**config.mk**
```make
export PLATFORM = sky130hd
export DESIGN_NAME = param_val_rotator
export DESIGN_NICKNAME = d
export VERILOG_FILES = /design/src/rtl/param_val_rotator_pkg.sv /design/src/rtl/rate_prescaler.sv /design/src/rtl/param_val_rotator.sv
export SDC_FILE = /design/constraint.sdc
export NUM_CORES = 1
export LEC_CHECK = 0
export CELL_PAD_IN_SITES_DETAIL_PLACEMENT = 0
export CELL_PAD_IN_SITES_GLOBAL_PLACEMENT = 1
export CORE_MARGIN = 2
export CORE_UTILIZATION = 42
export DETAILED_ROUTE_END_ITERATION = 8
export PLACE_DENSITY = 0.81
export SLEW_MARGIN = 20
export SYNTH_ARGS = -nofsm -noshare
export SYNTH_HDL_FRONTEND = slang
export SYNTH_SLANG_ARGS = --single-unit
```
**constraint.sdc**
```tcl
create_clock -name clk -period 2.5 [get_ports clk]
set_input_delay 0.25 -clock clk [delete_from_list [all_inputs] [get_ports clk]]
set_output_delay 0.25 -clock clk [all_outputs]
set_load 0.005 [all_outputs]
```
**src/rtl/param_val_rotator_pkg.sv**
```systemverilog
// Shared encodings for the parameterised value rotator: FSM states and mode selects.
package param_val_rotator_pkg;

    localparam logic [1:0] StEmpty = 2'b00;
    localparam logic [1:0] StRun   = 2'b01;
    localparam logic [1:0] StPause = 2'b10;

    localparam logic [1:0] ModeHold     = 2'b00;
    localparam logic [1:0] ModeLeft     = 2'b01;
    localparam logic [1:0] ModeRight    = 2'b10;
    localparam logic [1:0] ModePingpong = 2'b11;

endpackage

```
**src/rtl/rate_prescaler.sv**
```systemverilog
// Free-running 0..DIV-1 counter; tick marks the last count of each period while run is high.
module rate_prescaler #(
    parameter int unsigned DIV = 25_000_000
) (
    input  logic clk,
    input  logic rst,
    input  logic run,
    input  logic clr,
    output logic tick
);

    localparam int unsigned CntW = (DIV > 1) ? $clog2(DIV) : 1;
    localparam logic [CntW-1:0] CntMax = CntW'(DIV - 1);

    logic [CntW-1:0] cnt_q;

    assign tick = run && (cnt_q == CntMax);

    // Count is held, not cleared, while run is low so a pause resumes mid-period.
    always_ff @(posedge clk or posedge rst) begin
        if (rst) begin
            cnt_q <= '0;
        end else if (clr) begin
            cnt_q <= '0;
        end else if (run) begin
            cnt_q <= tick ? '0 : cnt_q + 1'b1;
        end
    end

endmodule

```
**src/rtl/param_val_rotator.sv**
```systemverilog
// Loadable value rotator: rotates out_val by STEP bits every DIV cycles (left, right or ping-pong).
module param_val_rotator
    import param_val_rotator_pkg::*;
#(
    parameter int unsigned WIDTH = 16,
    parameter int unsigned STEP  = 1,
    parameter int unsigned DIV   = 25_000_000
) (
    input  logic             clk,
    input  logic             rst,
    input  logic             load,
    input  logic [WIDTH-1:0] load_val,
    input  logic             en,
    input  logic [1:0]       mode,
    output logic [WIDTH-1:0] out_val,
    output logic             tick,
    output logic             wrap,
    output logic             loaded
);

    localparam int unsigned Steps = WIDTH / STEP;
    localparam int unsigned StepW = (Steps > 1) ? $clog2(Steps) : 1;
    localparam logic [StepW-1:0] StepLast = StepW'(Steps - 1);

    logic [1:0]       state_q, state_d;
    logic [WIDTH-1:0] val_q;
    logic [StepW-1:0] step_q;
    logic             dir_q;     // 0 = left, 1 = right (ping-pong only)
    logic             tick_q, wrap_q, loaded_q;

    logic             active;
    logic             strobe;
    logic             rotate;
    logic             go_left;
    logic             last_step;
    logic [WIDTH-1:0] rot_val;

    // Load takes priority over a coincident rotation edge.
    assign active    = (state_q == StRun) && en && (mode != ModeHold) && !load;
    assign rotate    = active && strobe;
    assign last_step = (step_q == StepLast);
    assign go_left   = (mode == ModeLeft) || ((mode == ModePingpong) && !dir_q);

    rate_prescaler #(
        .DIV (DIV)
    ) u_prescaler (
        .clk  (clk),
        .rst  (rst),
        .run  (active),
        .clr  (load),
        .tick (strobe)
    );

    always_comb begin
        rot_val = go_left ? ((val_q << STEP) | (val_q >> (WIDTH - STEP)))
                          : ((val_q >> STEP) | (val_q << (WIDTH - STEP)));
    end

    always_comb begin
        state_d = state_q;
        if (load) begin
            state_d = en ? StRun : StPause;
        end else begin
            case (state_q)
                StEmpty: state_d = StEmpty;
                StRun:   if (!en || (mode == ModeHold)) state_d = StPause;
                StPause: if (en && (mode != ModeHold)) state_d = StRun;
                default: state_d = StEmpty;
            endcase
        end
    end

    always_ff @(posedge clk or posedge rst) begin
        if (rst) begin
            state_q  <= StEmpty;
            val_q    <= '0;
            step_q   <= '0;
            dir_q    <= 1'b0;
            tick_q   <= 1'b0;
            wrap_q   <= 1'b0;
            loaded_q <= 1'b0;
        end else begin
            state_q <= state_d;
            tick_q  <= rotate;
            wrap_q  <= rotate && last_step;
            if (load) begin
                val_q    <= load_val;
                step_q   <= '0;
                dir_q    <= 1'b0;
                loaded_q <= 1'b1;
            end else if (rotate) begin
                val_q  <= rot_val;
                step_q <= last_step ? '0 : step_q + 1'b1;
                if (last_step) begin
                    dir_q <= ~dir_q;
                end
            end
        end
    end

    assign out_val = val_q;
    assign tick    = tick_q;
    assign wrap    = wrap_q;
    assign loaded  = loaded_q;

endmodule

```
==> results of run 1 <==
==> cells in the mapped netlist, types with 4 or more instances <==
library cell,instances,area share (%)
a21oi_1,8,1.4
a31oi_1,8,1.8
clkbuf_1,8,1.1
dfrtp_1,51,46
inv_1,4,0.54
mux2_2,17,6.9
mux2i_1,17,6.2
nand2_1,35,4.7
nand3_1,10,1.8
nor2_1,23,3.1
nor3_1,9,1.6
nor4_1,9,2.0
o21ai_0,7,1.3
o21ai_1,14,2.5
xnor2_1,16,5.1
==> how the worst min path moves through the flow <==
stage | end | cells after the start | slack (ns)
after global placement | loaded$_DFFE_PP0P_ | 1 | 0.46
final | loaded$_DFFE_PP0P_ | 3 | 0.43
after floorplan | state_q[1]$_DFFE_PP0P_ | 1 | 0.33
after global routing | out_val[8]$_DFFE_PP0P_ | 3 | 0.49
after detailed placement | loaded$_DFFE_PP0P_ | 1 | 0.46
after CTS | out_val[10]$_DFFE_PP0P_ | 3 | 0.45
==> metal layers <==
metal,vias up,share of wire [%],wire [um]
met2,37,48,2810
met5,-,0,0
met4,0,1.2,72
met1,1035,48,2790
met3,7,3.0,173
li1,1080,-,-
==> registers in the layout, indices dropped and copies added (netlist names) <==
register           cells
loaded                 1
out_val               16
wrap                   1
u_prescaler.cnt_q     25
tick                   1
state_q                2
step_q                 4
dir_q                  1
==> power breakdown <==
part | internal [mW] | switching [mW]
clock network | 0.187 | 0.254
registers | 0.852 | 0.0296
logic | 0.123 | 0.0926
total | 1.16 | 0.376
==> metrics by stage <==
| step | area [um^2] | util [%] |
|---|---|---|
| after global placement | 3280 | 51.6 |
| final | 3350 | 52.8 |
| after floorplan | 2770 | - |
| after CTS | 3350 | 52.8 |
| after global routing | 3350 | 52.8 |
| after detailed placement | 3280 | 51.6 |
==> critical path: stages, from the launching register on <==
cell and delay (ns):
dfrtp_1 0.43, or4b_1 0.53, or4_4 0.55, nor3_4 0.21, buf_12 0.21, mux2i_1 0.20, o21ai_1 0.08
==> final cells by class <==
class / instances / area, um^2
sequential: 51 / 1280
tap: 77 / 96.3
inverter: 4 / 15.0
clock buffer: 6 / 72.6
multi-input combinational: 211 / 1400
timing repair buffer: 51 / 495
fill: 560 / 3000
==> cells by family (layout without fill, tap and decap cells) <==
group | Yosys count | after routing | share of synthesized area (%)
compound gates | 45 | 45 | 9.54
xor+xnor | 19 | 19 | 6.02
simple gates | 111 | 111 | 20.9
mux | 34 | 34 | 13.1
buf+inv | 17 | 61 | 3.44
fa+ha+maj | 2 | 2 | 0.904
flops | 51 | 51 | 46.1
==> impl_metrics.tcl, run 1 <==
set metrics [dict create \
    status "completed" \
    ant_nets 0 \
    grt_remaining_overflow 0 \
    syn_area_um2 2770 \
    vias 2159 \
    arrival_ns 2.49 \
    wl_mm 5.85 \
    rows 29 \
    post_drt_wl_per_cell_um 14.6 \
    grt_max_degree 52 \
    io_pins 41 \
    remaining_drc_errors 0 \
    crit_path_end "out_val[2]$_DFFE_PP0P_" \
    final_cell_mix "51 x dfrtp_1, 40 x clkdlybuf4s50_1, 35 x nand2_1" \
    cts_max_path_buffers 2 \
    relSlewSlack_pct 57.0 \
    dp_cells 394 \
    r2r_slack_ns 0.18 \
    ys_seq_elements 51 \
    place_ws_ns 0.133 \
    use_met3_pct 3.50 \
    fin_nets 348 \
    hp-class "in2async" \
    post_cts_buffers 0 \
    critPathCaptureType "flip-flop" \
    r2r-end "out_val[2]$_DFFE_PP0P_" \
    powerDensity_nw_per_um2 459 \
    finClkSkew_ns 0.00998 \
    setup_viol 0 \
    whs_ns 0.429 \
    avgSynthCellArea_um2 9.92 \
    synth_edf_count 0 \
    reg2regPathDepth 6 \
    crit_required_ns 2.68 \
    async_flop_share_pct 100 \
    min_period_ns 2.32 \
    die_w_um 85.2 \
    coreArea_um2 6350 \
    dieHeight_um 85.2 \
    synth_flop_cell "dfrtp_1" \
    hold_violations 0 \
    antenna_found_initial 0 \
    drv_slew 0 \
    root_buffer "clkbuf_8" \
    critPathKind "reg2reg" \
    irDropWorstVdd_mv 0.289 \
    yosys_warnings 0 \
    critPathLaunch "u_prescaler.cnt_q[9]$_DFFE_PP0P_" \
    synthCells 279 \
    layout_setup_ws_ns 0.185 \
    cts_inserted_buffers 5 \
    setup_tns_ns 0 \
    stdcell_count 400 \
    grt_pass1_vias 2092 \
    vias_per_cell 5.40 \
    clk_latency_ns 0.30 \
    met1_usage_pct 23.9 \
    grt-busiest-layer "met2" \
    grt_usage_pct 17.4 \
    start_util_pct 43.6 \
    drt_iter0_markers 128 \
    drv_cap 0 \
    drt-pass1-iter-count 4 \
    regToRegStartpoint "u_prescaler.cnt_q[9]$_DFFE_PP0P_" \
    antenna_cells 0 \
    startpoint_type "flip-flop" \
    total_power_mw 1.54 \
    dieArea_um2 7250 \
    port_buffers 40 \
    grt_pass1_wl_mm 10.1 \
    max_clock_freq_mhz 432 \
    syn_nets 303 \
    p_leak_nw 1.32 \
    yosysUniqueCellTypes 44 \
    syn_to_final_growth_pct 21.1 \
    clock_sinks 51 \
    fin_crit_sh_pct 92.6 \
    use_met2_pct 27.8 \
    cts_resized 0 \
    final_common_cell "dfrtp_1" \
    rsz0062_at_grt "no" \
    gp_congestion 0.785 \
    cts_max_level 2 \
    cts_hold_buf 0 \
    cts_tree "built" \
    clk_pin_slew_worst_paths_ns 0.08 \
    hpwl_mm 4.16 \
    ys_seq_area_share_pct 46.1 \
    crit_fanout 16 \
    drive_above_1_share_pct 13.0 \
    worstMarginPinSlew_ns 0.639 \
]
(Power assumes the default switching activity.)
==> run 2, diff against run 1 <==
--- a/config.mk
+++ b/config.mk
@@ -11,6 +11,7 @@
 export CORE_UTILIZATION = 42
 export DETAILED_ROUTE_END_ITERATION = 8
 export PLACE_DENSITY = 0.81
+export SKIP_LAST_GASP = 1
 export SLEW_MARGIN = 20
 export SYNTH_ARGS = -nofsm -noshare
 export SYNTH_HDL_FRONTEND = slang
==> results of run 2 <==
Final layout, timing and power as in run 1 (identical DEF).
==> run 3, diff against run 2 <==
--- a/config.mk
+++ b/config.mk
@@ -5,9 +5,9 @@
 export SDC_FILE = /design/constraint.sdc
 export NUM_CORES = 1
 export LEC_CHECK = 0
+export CAP_MARGIN = 20
 export CELL_PAD_IN_SITES_DETAIL_PLACEMENT = 0
 export CELL_PAD_IN_SITES_GLOBAL_PLACEMENT = 1
-export CORE_MARGIN = 2
 export CORE_UTILIZATION = 42
 export DETAILED_ROUTE_END_ITERATION = 8
 export PLACE_DENSITY = 0.81
==> impl_metrics.tcl, run 3 (same netlist as run 1, synthesis figures left out) <==
set metrics [dict create \
    status "completed" \
    cts_resized 0 \
    post_cts_buffers 0 \
    reg2regPathDepth 6 \
    regMostFlops "u_prescaler.cnt_q" \
    whs_ns 0.314 \
    syn_to_final_growth_pct 21.7 \
    fin_nets 349 \
    die_w_um 83.2 \
    clk_latency_ns 0.30 \
    antenna_cells 0 \
    critPathCaptureType "flip-flop" \
    ff_latch_area_um2 1280 \
    setup_tns_ns 0 \
    p_leak_nw 1.33 \
    worstMarginPinSlew_ns 0.648 \
    critPathKind "reg2reg" \
    coreArea_um2 6350 \
    place_area_um2 3290 \
    dieHeight_um 83.2 \
    finClkSkew_ns 0.00825 \
    rsz0062_at_grt "no" \
    io_pins 41 \
    postLayoutCellArea_um2 3370 \
    clock_sinks 51 \
    drv_cap 0 \
    place_ws_ns 0.115 \
    hp-class "in2async" \
    remaining_drc_errors 0 \
    largest_reg_flops 25 \
    startpoint_type "flip-flop" \
    arrival_ns 2.53 \
    irDropWorstVdd_mv 0.225 \
    wl_mm 5.79 \
    start_util_pct 43.6 \
    multiInputGateArea_um2 1400 \
    slowest_delay_ns 0.55 \
    cp_slowest_cell "or4_4" \
    hold_violations 0 \
    crit_fanout 16 \
    clk_pin_slew_worst_paths_ns 0.09 \
    max_clock_freq_mhz 425 \
    cts_max_path_buffers 2 \
    grt_pass1_wl_mm 10.1 \
    final_cell_mix "51 x dfrtp_1, 40 x clkdlybuf4s50_1, 35 x nand2_1" \
    dp_cells 395 \
    crit_required_ns 2.67 \
    crit_chain "or4b_1 > or4_4 > nor3_4 > buf_12 > mux2i_1 > o21ai_1" \
    setup_viol 0 \
    cts_inserted_buffers 5 \
    cts_hold_buf 0 \
    final_common_cell "dfrtp_1" \
    powerDensity_nw_per_um2 464 \
    dieArea_um2 6920 \
    cts_tree "built" \
    drive_above_1_share_pct 13.5 \
    relSlewSlack_pct 56.4 \
    grt_pass1_vias 2087 \
    cts_max_level 2 \
    rows 29 \
    r2r_slack_ns 0.15 \
    grt_max_degree 40 \
    path_buf_inv 1 \
    fill_cells 589 \
    hpwl_mm 4.13 \
    critPathTopFamily "simple AND/OR/NAND/NOR gates" \
    fin_util_pct 53.0 \
    post_drt_wl_per_cell_um 14.4 \
    antenna_found_initial 0 \
    drt_iter0_markers 128 \
    min_period_ns 2.35 \
    drv_slew 0 \
    total_power_mw 1.56 \
    r2r-end "out_val[11]$_DFFE_PP0P_" \
    grt_usage_pct 17.9 \
    layout_setup_ws_ns 0.147 \
    vias_per_cell 5.37 \
    gp_congestion 0.749 \
    regToRegStartpoint "u_prescaler.cnt_q[9]$_DFFE_PP0P_" \
    fin_crit_sh_pct 94.1 \
    drt-pass1-iter-count 4 \
    ant_nets 0 \
    vias 2165 \
    root_buffer "clkbuf_8" \
    stdcell_count 403 \
    grt_remaining_overflow 0 \
    port_buffers 40 \
]
-- run 3: cell count changes in the layout (fill, tap and decap cells not counted), sizes merged --
cell    change
buf         +1
clkbuf      +1
clkinv      +1
-- run 3: layout make-up --
cell class,count,share of cell area [%]
inverter,4,0.446
clock buffer,7,2.27
sequential,51,37.9
tap,77,2.86
timing repair buffer,52,14.9
clock inverter,1,0.149
multi-input combinational,211,41.4
-- run 3: routing by layer --
metal	global-route usage [%]	wire length (um)	part of all wire, %
met4	3.76	42	0.73
met1	25.1	2770	48
met5	0	0	0
met3	3.58	183	3.2
met2	28.8	2790	48
-- run 3: where the power goes --
| group | internal (mW) | total (mW) | switching, mW |
|---|---|---|---|
| clock network | 0.197 | 0.463 | 0.265 |
| logic | 0.124 | 0.218 | 0.0933 |
| registers | 0.852 | 0.881 | 0.0295 |
| total | 1.17 | 1.56 | 0.388 |
-- run 3: worst register-to-register path, cell delays in order (launching register included) --
cell and delay [ns]:
dfrtp_1 0.43, or4b_1 0.53, or4_4 0.55, nor3_4 0.21, buf_12 0.21, mux2i_1 0.23
o21ai_1 0.07
-- run 3: how the worst max path moves through the flow --
stage / start / end / slack, ns / cells past startpoint
2_1_floorplan: u_prescaler.cnt_q[7]$_DFFE_PP0P_ / out_val[3]$_DFFE_PP0P_ / 0.25 / 6
3_3_place_gp: mode[1] / out_val[6]$_DFFE_PP0P_ / 0.17 / 7
3_5_place_dp: mode[1] / out_val[11]$_DFFE_PP0P_ / 0.11 / 7
4_1_cts: u_prescaler.cnt_q[9]$_DFFE_PP0P_ / out_val[11]$_DFFE_PP0P_ / 0.14 / 6
5_1_grt: u_prescaler.cnt_q[9]$_DFFE_PP0P_ / out_val[11]$_DFFE_PP0P_ / 0.02 / 6
6_report: u_prescaler.cnt_q[9]$_DFFE_PP0P_ / out_val[11]$_DFFE_PP0P_ / 0.15 / 6
